[src/rtl/game_pkg.sv]
// Shared definitions for the combat/HP logic: bullet color codes, scan FSM states and HP width.
package game_pkg;

  localparam int HP_W = 8;

  localparam logic [2:0] COLOR_DAMAGE      = 3'd0;
  localparam logic [2:0] COLOR_HEAL        = 3'd1;
  localparam logic [2:0] COLOR_MOVE_DAMAGE = 3'd2;

  typedef enum logic [1:0] {
    IDLE,
    SCAN,
    APPLY
  } scan_state_e;

endpackage

[src/rtl/hp_scan_controller_hit_accumulator.sv]
// Walks the bullet slots one per step and collects saturating damage plus a once-per-frame heal flag.
module hit_accumulator
  import game_pkg::*;
#(
  parameter int NUM_SLOTS    = 8,
  parameter int ATTACK_POWER = 10,
  parameter int SLOT_W       = $clog2(NUM_SLOTS)
) (
  input  logic              clk,
  input  logic              rst_n,
  input  logic              clear,
  input  logic              step,
  input  logic              slot_collide,
  input  logic              slot_render,
  input  logic [2:0]        slot_color,
  input  logic              player_move,
  output logic [SLOT_W-1:0] slot_idx,
  output logic [HP_W-1:0]   acc_dmg,
  output logic              heal_flag,
  output logic              last_slot
);

  localparam logic [HP_W-1:0] ATK = HP_W'(ATTACK_POWER);

  logic          hit;
  logic          dmg_hit;
  logic [HP_W:0] dmg_sum;

  assign hit       = slot_collide && slot_render;
  assign dmg_hit   = hit && ((slot_color == COLOR_DAMAGE) ||
                             ((slot_color == COLOR_MOVE_DAMAGE) && player_move));
  assign dmg_sum   = {1'b0, acc_dmg} + {1'b0, ATK};
  assign last_slot = (slot_idx == SLOT_W'(NUM_SLOTS - 1));

  // Damage saturates at the 8-bit ceiling instead of wrapping back to a small value.
  always_ff @(posedge clk) begin
    if (!rst_n || clear) begin
      slot_idx  <= '0;
      acc_dmg   <= '0;
      heal_flag <= 1'b0;
    end else if (step) begin
      slot_idx <= slot_idx + 1'b1;
      if (dmg_hit) begin
        acc_dmg <= dmg_sum[HP_W] ? {HP_W{1'b1}} : dmg_sum[HP_W-1:0];
      end
      if (hit && (slot_color == COLOR_HEAL)) begin
        heal_flag <= 1'b1;
      end
    end
  end

endmodule

[src/rtl/hp_scan_controller.sv]
// Per-frame HP sequencer: scans bullet slots, then applies net damage/heal with invulnerability and game-over.
module hp_scan_controller
  import game_pkg::*;
#(
  parameter int NUM_SLOTS     = 8,
  parameter int ATTACK_POWER  = 10,
  parameter int HEAL_AMOUNT   = 5,
  parameter int MAX_HP        = 100,
  parameter int INVULN_FRAMES = 30,
  parameter int SLOT_W        = $clog2(NUM_SLOTS)
) (
  input  logic              clk,
  input  logic              rst_n,
  input  logic              frame_tick,
  input  logic              new_round,
  output logic [SLOT_W-1:0] slot_idx,
  input  logic              slot_collide,
  input  logic              slot_render,
  input  logic [2:0]        slot_color,
  input  logic              player_move,
  output logic [HP_W-1:0]   hp,
  output logic              invuln,
  output logic              game_over,
  output logic              busy,
  output logic              scan_done,
  output logic              overrun
);

  localparam int INV_W = $clog2(INVULN_FRAMES + 1);

  scan_state_e       state_q, state_d;
  logic              acc_clear, acc_step, last_slot, heal_flag;
  logic [HP_W-1:0]   acc_dmg, eff_dmg, hp_after_dmg, hp_next;
  logic [HP_W:0]     heal_sum;
  logic [INV_W-1:0]  invuln_cnt;

  hit_accumulator #(
    .NUM_SLOTS    (NUM_SLOTS),
    .ATTACK_POWER (ATTACK_POWER),
    .SLOT_W       (SLOT_W)
  ) u_acc (
    .clk          (clk),
    .rst_n        (rst_n),
    .clear        (acc_clear),
    .step         (acc_step),
    .slot_collide (slot_collide),
    .slot_render  (slot_render),
    .slot_color   (slot_color),
    .player_move  (player_move),
    .slot_idx     (slot_idx),
    .acc_dmg      (acc_dmg),
    .heal_flag    (heal_flag),
    .last_slot    (last_slot)
  );

  assign busy   = (state_q != IDLE);
  assign invuln = (invuln_cnt != '0);

  always_comb begin
    state_d   = state_q;
    acc_clear = 1'b0;
    acc_step  = 1'b0;
    case (state_q)
      IDLE: begin
        if (frame_tick && !game_over) begin
          state_d   = SCAN;
          acc_clear = 1'b1;
        end
      end
      SCAN: begin
        acc_step = 1'b1;
        if (last_slot) state_d = APPLY;
      end
      APPLY:   state_d = IDLE;
      default: state_d = IDLE;
    endcase
    if (new_round) begin
      state_d   = IDLE;
      acc_clear = 1'b1;
      acc_step  = 1'b0;
    end
  end

  // Damage is applied before heal, so a lethal frame stays lethal.
  always_comb begin
    eff_dmg      = invuln ? '0 : acc_dmg;
    hp_after_dmg = (eff_dmg >= hp) ? '0 : hp - eff_dmg;
    heal_sum     = {1'b0, hp_after_dmg} + (HP_W+1)'(HEAL_AMOUNT);
    hp_next      = hp_after_dmg;
    if (heal_flag && (hp_after_dmg != '0)) begin
      hp_next = (heal_sum > (HP_W+1)'(MAX_HP)) ? HP_W'(MAX_HP) : heal_sum[HP_W-1:0];
    end
  end

  always_ff @(posedge clk) begin
    if (!rst_n) begin
      state_q    <= IDLE;
      hp         <= HP_W'(MAX_HP);
      invuln_cnt <= '0;
      game_over  <= 1'b0;
      scan_done  <= 1'b0;
      overrun    <= 1'b0;
    end else begin
      state_q   <= state_d;
      scan_done <= (state_q == APPLY) && !new_round;
      if (new_round) begin
        hp         <= HP_W'(MAX_HP);
        invuln_cnt <= '0;
        game_over  <= 1'b0;
        overrun    <= 1'b0;
      end else begin
        if (frame_tick && busy) overrun <= 1'b1;
        // A fresh hit reloads the window even if a frame_tick lands in the same cycle.
        if ((state_q == APPLY) && (eff_dmg != '0)) begin
          invuln_cnt <= INV_W'(INVULN_FRAMES);
        end else if (frame_tick && invuln) begin
          invuln_cnt <= invuln_cnt - 1'b1;
        end
        if (state_q == APPLY) begin
          hp <= hp_next;
          if (hp_next == '0) game_over <= 1'b1;
        end
      end
    end
  end

endmodule
[config.mk]
export PLATFORM = sky130hd
export DESIGN_NAME = hp_scan_controller
export DESIGN_NICKNAME = d
export VERILOG_FILES = /design/src/rtl/game_pkg.sv /design/src/rtl/hp_scan_controller_hit_accumulator.sv /design/src/rtl/hp_scan_controller.sv
export SDC_FILE = /design/constraint.sdc
export NUM_CORES = 1
export LEC_CHECK = 0
export CAP_MARGIN = 0
export CORE_AREA = 2 2 75 77
export CTS_CLUSTER_SIZE = 8
export DETAILED_ROUTE_END_ITERATION = 12
export DIE_AREA = 0 0 77 79
export SYNTH_ARGS = -nofsm -noshare
export SYNTH_HDL_FRONTEND = slang
export SYNTH_SLANG_ARGS = --single-unit
[constraint.sdc]
create_clock -name clk -period 4.5 [get_ports clk]
set_input_delay 0.9 -clock clk [delete_from_list [all_inputs] [get_ports clk]]
set_output_delay 0.9 -clock clk [all_outputs]
set_load 0.01 [all_outputs]
# Yosys cells after proc, flatten, opt, wreduce, memory -nomap -nowiden
# Cells that the tools add are included.
word_totals:
  ramBits: 0
  rom_bits: 0
  elab_cells: 69
  ff_bits: 30
  mem_count: 0
  latch_bits: 0
  input_bits: 10
  output_inout_bits: 16
op_classes:
  reduce_logical: 29
  mux: 15
  n_addsub: 5
  multipliers: 0
  order_cmp: 2
  n_bitwise: 1
  n_shift: 0
  eq_ne: 7
  n_div: 0
op_table:
  columns: ["cell", "count"]
  rows:
  - ["2-to-1 mux 8 bit", 5]
  - ["nonzero test 8 bit", 2]
  - ["logical AND 1 bit", 10]
  - ["2-to-1 mux 5 bit", 2]
  - ["adder 8 x 3 -> 9 bit, second input constant", 1]
  - ["adder 8 x 4 -> 9 bit, second input constant", 1]
  - ["greater-than comparator 9 x 7 -> 1 bit, second input constant", 1]
  - [">= comparator 8 bit", 1]
  - ["logical NOT 8 bit", 1]
  - ["AND reduction 2 bit", 4]
  - ["subtractor 8 bit", 1]
  - ["2-to-1 mux 1 bit", 5]
  - ["nonzero test 5 bit", 1]
  - ["subtractor 5 x 1 -> 5 bit, second input constant", 1]
  - ["2-to-1 mux 2 bit", 2]
  - ["!= test 2 bit, second input constant", 2]
  - ["one-hot mux 2 bit (2 select lines)", 1]
  - ["nonzero test 2 bit", 2]
  - ["adder 3 x 1 -> 3 bit, second input constant", 1]
  - ["equality test 3 x 1 -> 1 bit, second input constant", 1]
  - ["equality test 3 x 2 -> 1 bit, second input constant", 1]
  - ["equality test 3 bit, second input constant", 1]
  - ["logical NOT 1 bit", 3]
  - ["logical NOT 3 bit", 1]
  - ["other kinds (7)", 8]

# Depth between registers and ports, before layout
# Gate-level depths: netlist of run 1.
depth:
  word_depth: 10
  depth_mapped: 21
  depth_no_buf: 21

# Cells and area by module
# Synthesis of run 1 repeated with hierarchy kept, for this count alone.
hier_totals:
  cells_unflattened: 292
  area_unflattened_um2: 2432.3
by_module_without_submodules:
  columns: ["mod", "cells_per_inst", "area_per_inst_um2", "instances", "seq_area_each_um2"]
  rows:
  - ["hp_scan_controller", 235, 1835.5, 1, 360.3]
  - ["hit_accumulator", 57, 596.8, 1, 240.2]

# Least setup slack after synthesis of run 1
# No wires, ideal clock.
synth_timing:
  path_kind: "register -> register"
  from: "register invuln_cnt[0]"
  to: "register game_over"
  synth_period_minus_slack_ps: 4097
  t_required_ps: 4383
  setup_slack_ps: 403
  t_arrival_ps: 3980
  path_buffers: 1
  setup_ps: 117
  stages_incl_launch_ff: 19
  cell_sequence: "dfxtp_1 -> inv_1 -> ha_1 -> nor4b_1 -> clkbuf_1 -> nand2_1 -> fa_1 -> nand3_1 -> a21oi_1 -> o21ai_1 -> nor2_1 -> ha_1 -> nand2b_1 -> nand2_1 -> o311ai_0 -> a32oi_1 -> o21a_4 -> o31ai_1 -> a32o_1"
synth_between:
  elab_chain_len: 10
  word_cells_on_any_way: 13
  classes_between: "add/sub: 2; order compare: 2; mux: 4; reduce/logical: 5"
synth_rtl:
  columns: ["item", "line", "source"]
  rows:
  - ["start, declared", "hp_scan_controller.sv:35", "logic [INV_W-1:0] invuln_cnt;"]
  - ["start signal, assigned", "hp_scan_controller.sv:115", "invuln_cnt <= INV_W'(INVULN_FRAMES);"]
  - ["start signal, assigned", "hp_scan_controller.sv:117", "invuln_cnt <= invuln_cnt - 1'b1;"]
  - ["nonzero test 5 bit (*)", "hp_scan_controller.sv:57", "assign invuln = (invuln_cnt != '0);"]
  - ["2-to-1 mux 8 bit (*)", "hp_scan_controller.sv:86", "eff_dmg = invuln ? '0 : acc_dmg;"]
  - ["subtractor 8 bit / >= comparator 8 bit (equally long branches)", "hp_scan_controller.sv:87", "hp_after_dmg = (eff_dmg >= hp) ? '0 : hp - eff_dmg;"]
  - ["2-to-1 mux 8 bit (*)", "hp_scan_controller.sv:87", null]
  - ["adder 8 x 3 -> 9 bit", "hp_scan_controller.sv:88", "heal_sum = {1'b0, hp_after_dmg} + (HP_W+1)'(HEAL_AMOUNT);"]
  - ["greater-than comparator 9 x 7 -> 1 bit", "hp_scan_controller.sv:91", "hp_next = (heal_sum > (HP_W+1)'(MAX_HP)) ? HP_W'(MAX_HP) : heal_sum[HP_W-1:0];"]
  - ["2-to-1 mux 8 bit", "hp_scan_controller.sv:91", null]
  - ["2-to-1 mux 8 bit (*)", "hp_scan_controller.sv:90", "if (heal_flag && (hp_after_dmg != '0)) begin"]
  - ["logical NOT 8 bit (*)", "hp_scan_controller.sv:121", "if (hp_next == '0) game_over <= 1'b1;"]
  - ["AND reduction 2 bit (no line) (*)", null, null]
  - ["end signal, assigned", "hp_scan_controller.sv:100", "game_over <= 1'b0;"]
  - ["end signal, assigned", "hp_scan_controller.sv:109", "game_over <= 1'b0;"]
  - ["end signal, assigned", "hp_scan_controller.sv:121", null]
  - ["end, declared", "hp_scan_controller.sv:23", "output logic game_over,"]
# Every way passes the cells marked *; elsewhere a longest branch is shown, timed or not.
# A chain may end at the register's enable or synchronous reset.

# Worst setup path in the final report of run 1
# Ends and elaborated chain as after synthesis.

==> impl_metrics.env, run 1 <==
export IMPL_status="complete, no violations"
export IMPL_grt_overflow_total=0
export IMPL_synthXorXnorAreaFrac=0.04916
export IMPL_place_port_buffers=25
export IMPL_crit_slowest_cell="ha_1"
export IMPL_cts_hold_buffers=0
export IMPL_cpPeakStageDelay_ps=450
export IMPL_path_clk_slew_ps=60
export IMPL_ys_flop_type="dfxtp_1"
export IMPL_syn_area_mm2=0.002316
export IMPL_wl_mm=5.919
export IMPL_p_leak_nw=1.006
export IMPL_cp_data_required_time_ps=4670
export IMPL_met3_usage=0.02500
export IMPL_yosysTopAreaCell="dfxtp_1"
export IMPL_netlist_area_leader_share=0.2593
export IMPL_areaGrowthSynthToFinish_pct=20.64
export IMPL_htree_levels=2
export IMPL_clock_fmax_mhz=242.9
export IMPL_vias=2220
export IMPL_core_mm2=0.005338
export IMPL_postCtsSetupBuffers=0
export IMPL_ir_drop_uv=130.7
export IMPL_initial_core_util=0.4339
export IMPL_worst_path_most_repeated_cell="ha_1"
export IMPL_synthCells=293
export IMPL_grt_pass1_wl_mm=9.335
export IMPL_hold_viol_final=0
export IMPL_chipWidth_um=77
export IMPL_yosysSeqAreaShare=0.2593
export IMPL_globalplace_congestion=0.8762
export IMPL_layout_min_cycle_time_ps=4117
export IMPL_synth_area_top_cells="dfxtp_1 (26%), ha_1 (8.6%), a21oi_1 (5.4%), nor2_1 (4.7%), nand2_1 (4.4%)"
export IMPL_grtUsageMet1=0.2455
export IMPL_drt_iter0_drc=84
export IMPL_num_io_pins=26
export IMPL_ys_types=61
export IMPL_use_met2=0.3333
export IMPL_fin_ws_ps=383.5
export IMPL_drtPass1Iterations=4
export IMPL_die_area_mm2=0.006083
export IMPL_antennaDiodeCount=0
export IMPL_synth_compound_area_frac=0.2566
export IMPL_antenna_found_initial=0
export IMPL_grtUsageTotal=0.1917
export IMPL_period_share=0.9148
export IMPL_clock_sink_count=30
export IMPL_drc_errors=0
export IMPL_synthMuxAreaShare=0.02701
export IMPL_clk_path_buf_depth=2
export IMPL_fillerInstances=560
export IMPL_clock_latency_ps=270
export IMPL_path_cells="inv_1 > ha_1 > nor4b_2 > buf_4 > nand2_1 > ha_1 > nand4_1 > a21oi_2 > o21ai_1 > nor2_1 > ha_1 > nand2b_1 > nor2_1 > o211ai_1 > o211ai_1 > a32oi_1 > o21a_4 > o31ai_1 > a32o_1"
export IMPL_endpoint_kind="register"
export IMPL_synth_top_family_by_area="simple AND/OR/NAND/NOR gates"
export IMPL_vias_per_cell=5.564
export IMPL_synth_edf_count=0
export IMPL_tightest_slew_ps=754.7
export IMPL_ys_async_sr_fraction=0
export IMPL_grt_max_degree=14
export IMPL_hpwlAfterDp_mm=4.572
export IMPL_p_per_area_mw_per_mm2=174.4
export IMPL_root_buffer="clkbuf_8"
export IMPL_path_class="reg -> reg"
export IMPL_grt_pass1_vias=1983
export IMPL_synth_adder_area_share=0.09508
export IMPL_setup_tns_ps=0
export IMPL_nets=354
export IMPL_crit_path_start_kind="register"
export IMPL_die_h_um=79
export IMPL_cts_tree="built"
export IMPL_ant_nets=0
export IMPL_routedWlPerCell_um=14.83
export IMPL_relSlewSlack=0.4915
export IMPL_rows=27
export IMPL_finalClockSkew_ps=2.746
export IMPL_syn_avg_cell_area_um2=7.904
export IMPL_final_core_util=0.5234
export IMPL_synth_seq_cells=30
export IMPL_drive_gt1_frac=0.1101
export IMPL_grt_busiest_layer="met2"
export IMPL_hold_path_class="reg -> reg"
export IMPL_arrival_ps=4280
export IMPL_slew_violations=0
export IMPL_synth_nets=320
export IMPL_rsz0062_at_grt="false"
export IMPL_place_ws_ps=359.8
export IMPL_yosysWarningCount=0
export IMPL_crit_fanout=10
export IMPL_maxCapViolations=0
export IMPL_setup_viol=0
export IMPL_cts_made_buffers=5
export IMPL_post_cts_resized=0
export IMPL_synth_simple_area_share=0.2658
per-layer routing:
metal	up-vias	part of all wire
met4	0	0.016
met2	40	0.48
met1	1028	0.48
met5	-	0
li1	1144	-
met3	8	0.030
cells in the mapped netlist, types with 4 or more instances:
cell      number
a21oi_1       25
a31oi_1        6
clkbuf_1       6
dfxtp_1       30
ha_1          16
inv_1         16
mux2i_1        4
nand2_1       27
nand2b_1       7
nand3_1        5
nand4_1        5
nor2_1        29
nor2b_1        4
nor3_1        12
o211ai_1       6
o21ai_0       12
o21ai_1        4
xnor2_1        9
xor2_1         4
layout by cell type, fill, tap and decap left out, types with 3 or more instances in the layout:
cell	n
clkdlybuf4s50_1	25
dfxtp_1	30
nor2_1	29
nor2b_1	4
o21ai_1	4
o21ai_0	12
nand2b_1	7
nand2_1	27
or3_1	3
a21oi_1	24
ha_1	16
nand3b_1	3
o211ai_1	6
nand3_1	5
nand4_1	5
nor4_1	3
a211oi_1	3
nor3_1	12
clkbuf_8	5
o31ai_1	3
and2_1	3
a31oi_1	6
mux2i_1	4
xnor2_1	9
buf_4	12
inv_1	16
xor2_1	4
cell type report:
type / instances / area, um2 / area share
timing repair buffer: 37 / 340.3 / 0.1218
multi-input combinational: 237 / 1627 / 0.5822
clock buffer: 7 / 76.32 / 0.02732
sequential: 30 / 600.6 / 0.2150
tap: 72 / 90.09 / 0.03224
inverter: 16 / 60.06 / 0.02150
flip-flops by register name (all words and copies together), names as in the netlist:
register	count
invuln_cnt	5
u_acc.slot_idx	3
u_acc.heal_flag	1
state_q	2
u_acc.acc_dmg	8
overrun	1
hp	8
game_over	1
scan_done	1
worst max-delay path, delay by kind of cell, from the launching register on:
kind | cells | cell delay [ps]
AO/OA/AOI/OAI | 8 | 1460
AND/OR/NAND/NOR | 6 | 1010
adder cells (fa/ha/maj) | 3 | 910
buffers and inverters | 2 | 320
flip-flops | 1 | 310
path summary, 6_finish.rpt:
| kind | slack, ps | to | startpoint | depth (start not counted) |
|---|---|---|---|---|
| setup reg to reg | 380 | game_over$_SDFFE_PP0P_ | invuln_cnt[0]$_SDFFE_PP0P_ | 19 |
| hold / removal | 470 | overrun$_SDFFE_PP0P_ | overrun$_SDFFE_PP0P_ | 2 |
| setup / recovery | 380 | game_over$_SDFFE_PP0P_ | invuln_cnt[0]$_SDFFE_PP0P_ | 19 |
| hold reg to reg | 470 | overrun$_SDFFE_PP0P_ | overrun$_SDFFE_PP0P_ | 2 |
logic make-up after synthesis:
group / Yosys count
multiplexers: 6
XOR/XNOR: 13
buffers and inverters: 26
AO/OA/AOI/OAI: 84
AND/OR/NAND/NOR: 117
flip-flops: 30
adder cells (fa/ha/maj): 17
where the power goes:
group          internal [mW]  switching (mW)  total, mW
clock                  0.106          0.0921      0.198
combinational         0.0124         0.00956     0.0220
sequential             0.266        0.000756      0.267
stage by stage:
| stage | cells | power [mW] | area, um2 | hold WS (ps) |
|---|---|---|---|---|
| floorplan | 293 | 0.2820 | 2316 | 446.6 |
| global placement | 392 | 0.2950 | 2704 | 449.4 |
| detailed placement | 392 | 0.2950 | 2704 | 464.5 |
| CTS | 399 | 0.4922 | 2780 | 485.7 |
| global route | 399 | 0.5009 | 2794 | 518.0 |
| finish | 399 | 0.4873 | 2794 | 473.0 |
Power figures use the tool's default switching activity.
==> inputs of run 2 (changes only) <==
--- a/config.mk
+++ b/config.mk
@@ -8,5 +8,5 @@
 export CAP_MARGIN = 0
 export CORE_AREA = 2 2 75 77
-export CTS_CLUSTER_SIZE = 8
+export CTS_CLUSTER_SIZE = 28
 export DETAILED_ROUTE_END_ITERATION = 12
 export DIE_AREA = 0 0 77 79
==> constraint.sdc (replaced) <==
create_clock -name clk -period 4.5 [get_ports clk]
set_input_delay 0.9 -clock clk [delete_from_list [all_inputs] [get_ports clk]]
set_output_delay 0.9 -clock clk [all_outputs]
set_load 0.05 [all_outputs]
==> results of run 2 <==
Same layout as run 1 (identical final DEF). Status: complete, no violations.
Main changes from that run: total power 0.4873 mW -> 0.4893 mW; worst IR drop on VDD 130.7 uV -> 132.7 uV
==> inputs of run 3 (changes only) <==
Settings changed: CORE_AREA 2 2 75 77 to 8 8 74 92, DIE_AREA 0 0 77 79 to 0 0 82 100.
==> run 3 against run 2 <==
  * Critical path depth decreased by 3
  * Utilization increased by 0.050 points
  * Hold slack improved by 1.6 ps
  * Clock power is 11% higher
  * Sequential cell count unchanged
  * Largest power group unchanged
  * Largest cell class unchanged
  * Final area about the same
  * Critical path type unchanged
==> impl_metrics.env, run 3 (synthesized netlist as in run 1, its figures left out) <==
export IMPL_die_area_mm2=0.008200
export IMPL_path_clk_slew_ps=60
export IMPL_grt_pass1_vias=2244
export IMPL_rrSetupSlack_ps=450
export IMPL_holdPathStages=2
export IMPL_fin_area_mm2=0.002793
export IMPL_p_per_area_mw_per_mm2=182.5
export IMPL_maxCapViolations=0
export IMPL_grt_overflow_total=0
export IMPL_final_core_util=0.5239
export IMPL_drt_iter0_drc=124
export IMPL_areaGrowthSynthToFinish_pct=20.58
export IMPL_grt_pass1_wl_mm=10.07
export IMPL_fin_total_pwr_uw=509.6
export IMPL_core_mm2=0.005330
export IMPL_initial_core_util=0.4345
export IMPL_setup_viol=0
export IMPL_antenna_found_initial=0
export IMPL_slew_violations=0
export IMPL_layout_common_cells="dfxtp_1 (30), nor2_1 (29), nand2_1 (27)"
export IMPL_layout_min_cycle_time_ps=4053
export IMPL_clock_latency_ps=270
export IMPL_placedInstanceArea_mm2=0.002694
export IMPL_grt_max_degree=14
export IMPL_finalClockSkew_ps=4.364
export IMPL_layoutNonFillerInstCount=392
export IMPL_cts_hold_buffers=0
export IMPL_antennaDiodeCount=0
export IMPL_vias=2261
export IMPL_hold_path_class="reg -> reg"
export IMPL_hold_viol_final=0
export IMPL_die_h_um=100
export IMPL_p_leak_nw=1.015
export IMPL_cp_data_required_time_ps=4670
export IMPL_final_common_cell="dfxtp_1"
export IMPL_ant_nets=0
export IMPL_arrival_ps=4220
export IMPL_relSlewSlack=0.4718
export IMPL_hpwlAfterDp_mm=4.823
export IMPL_chipWidth_um=82
export IMPL_grtUsageTotal=0.1523
export IMPL_min_delay_start="overrun$_SDFFE_PP0P_"
export IMPL_crit_slowest_cell="mux2i_1"
export IMPL_htree_levels=2
export IMPL_cts_made_buffers=5
export IMPL_crit_path_start_kind="register"
export IMPL_clock_sink_count=30
export IMPL_r2r_end="game_over$_SDFFE_PP0P_"
export IMPL_r2r_start="invuln_cnt[0]$_SDFFE_PP0P_"
export IMPL_num_io_pins=26
export IMPL_rows=30
export IMPL_placed_cells_incl_taps=384
export IMPL_drc_errors=0
export IMPL_vias_per_cell=5.768
export IMPL_wl_mm=6.023
export IMPL_reg2regPathDepth=16
export IMPL_rsz0062_at_grt="false"
export IMPL_crit_fanout=10
export IMPL_setup_tns_ps=0
export IMPL_root_buffer="clkbuf_8"
export IMPL_top_regs="hp (8), u_acc.acc_dmg (8), invuln_cnt (5)"
export IMPL_tightest_slew_ps=770.3
export IMPL_clk_path_buf_depth=2
export IMPL_drive_gt1_frac=0.1128
export IMPL_endpoint_kind="register"
export IMPL_place_port_buffers=25
export IMPL_path_class="reg -> reg"
export IMPL_status="complete, no violations"
export IMPL_nets=354
export IMPL_min_to="overrun$_SDFFE_PP0P_"
export IMPL_drtPass1Iterations=4
export IMPL_cts_tree="built"
export IMPL_routedWlPerCell_um=15.36
export IMPL_path_cells="inv_1 > ha_1 > nor4b_2 > buf_4 > nand2_1 > ha_1 > a21oi_1 > o21ai_1 > buf_4 > o211ai_1 > mux2i_1 > a21oi_2 > a2111oi_4 > o21a_4 > o31ai_1 > a32o_1"
export IMPL_period_share=0.9006
export IMPL_clock_fmax_mhz=246.8
export IMPL_ir_drop_uv=234.6
export IMPL_cpPeakStageDelay_ps=630
export IMPL_globalplace_congestion=0.9033
[run 3: cell types whose count changed in the layout (fill, tap and decap cells not counted)]
cell,change
clkbuf_1,-1
o311ai_1,-1
clkinv_2,+1
o2bb2ai_2,-1
clkbuf_8,+1
o2bb2ai_1,+1
o311ai_0,+1
[run 3: power by group]
group	leakage, nW	total [mW]	switching [mW]	internal, mW
logic	0.725	0.0238	0.0118	0.0121
clock network	0.0482	0.219	0.0957	0.123
registers	0.242	0.267	0.000759	0.266
total	1.01	0.510	0.108	0.401
[run 3: layout make-up]
type / instances / area, um2
flip-flops and latches: 30 / 600.6
clock buffers: 7 / 86.33
repair buffers: 37 / 340.3
multi-input cells: 237 / 1620
well taps: 64 / 80.08
inverters: 16 / 60.06
fillers: 531 / 2537
clock inverters: 1 / 5.005
[run 3: timing repair]
| action | 4_1_cts | 5_1_grt |
|---|---|---|
| setup endpoints to repair | 0 | 6 |
| buffers inserted | 0 | 0 |
| resized for setup | 0 | 2 |
[run 3: per-stage QoR]
step	setup WS (ps)	hold slack, ps
2_1_floorplan	201.3	446.6
3_3_place_gp	445.7	457.2
3_5_place_dp	419.5	459.6
4_1_cts	386.9	476.8
5_1_grt	56.07	506.6
6_report	447.3	474.6
[run 3: how the worst max path moves through the flow]
stage	from	end	slack (ps)	cells after the start
2_1_floorplan	invuln_cnt[0]$_SDFFE_PP0P_	game_over$_SDFFE_PP0P_	200	20
3_3_place_gp	invuln_cnt[0]$_SDFFE_PP0P_	game_over$_SDFFE_PP0P_	450	16
3_5_place_dp	invuln_cnt[0]$_SDFFE_PP0P_	game_over$_SDFFE_PP0P_	420	18
4_1_cts	invuln_cnt[0]$_SDFFE_PP0P_	game_over$_SDFFE_PP0P_	390	20
5_1_grt	invuln_cnt[0]$_SDFFE_PP0P_	game_over$_SDFFE_PP0P_	60	18
6_report	invuln_cnt[0]$_SDFFE_PP0P_	game_over$_SDFFE_PP0P_	450	16
[run 3: routing by layer]
layer,routed length [um],vias to the layer above,track usage
li1,-,1138,-
met1,2663,1054,0.1770
met2,2933,54,0.2564
met3,222,15,0.02504
met4,204,0,0.07859
met5,0,-,0
[run 3: critical path, delay by kind of cell (launching register included)]
family / cells / cell delay, ps
adder cells (fa/ha/maj): 2 / 600
buffers and inverters: 3 / 500
flip-flops: 1 / 310
AO/OA/AOI/OAI: 8 / 1580
AND/OR/NAND/NOR: 2 / 310
multiplexers: 1 / 630
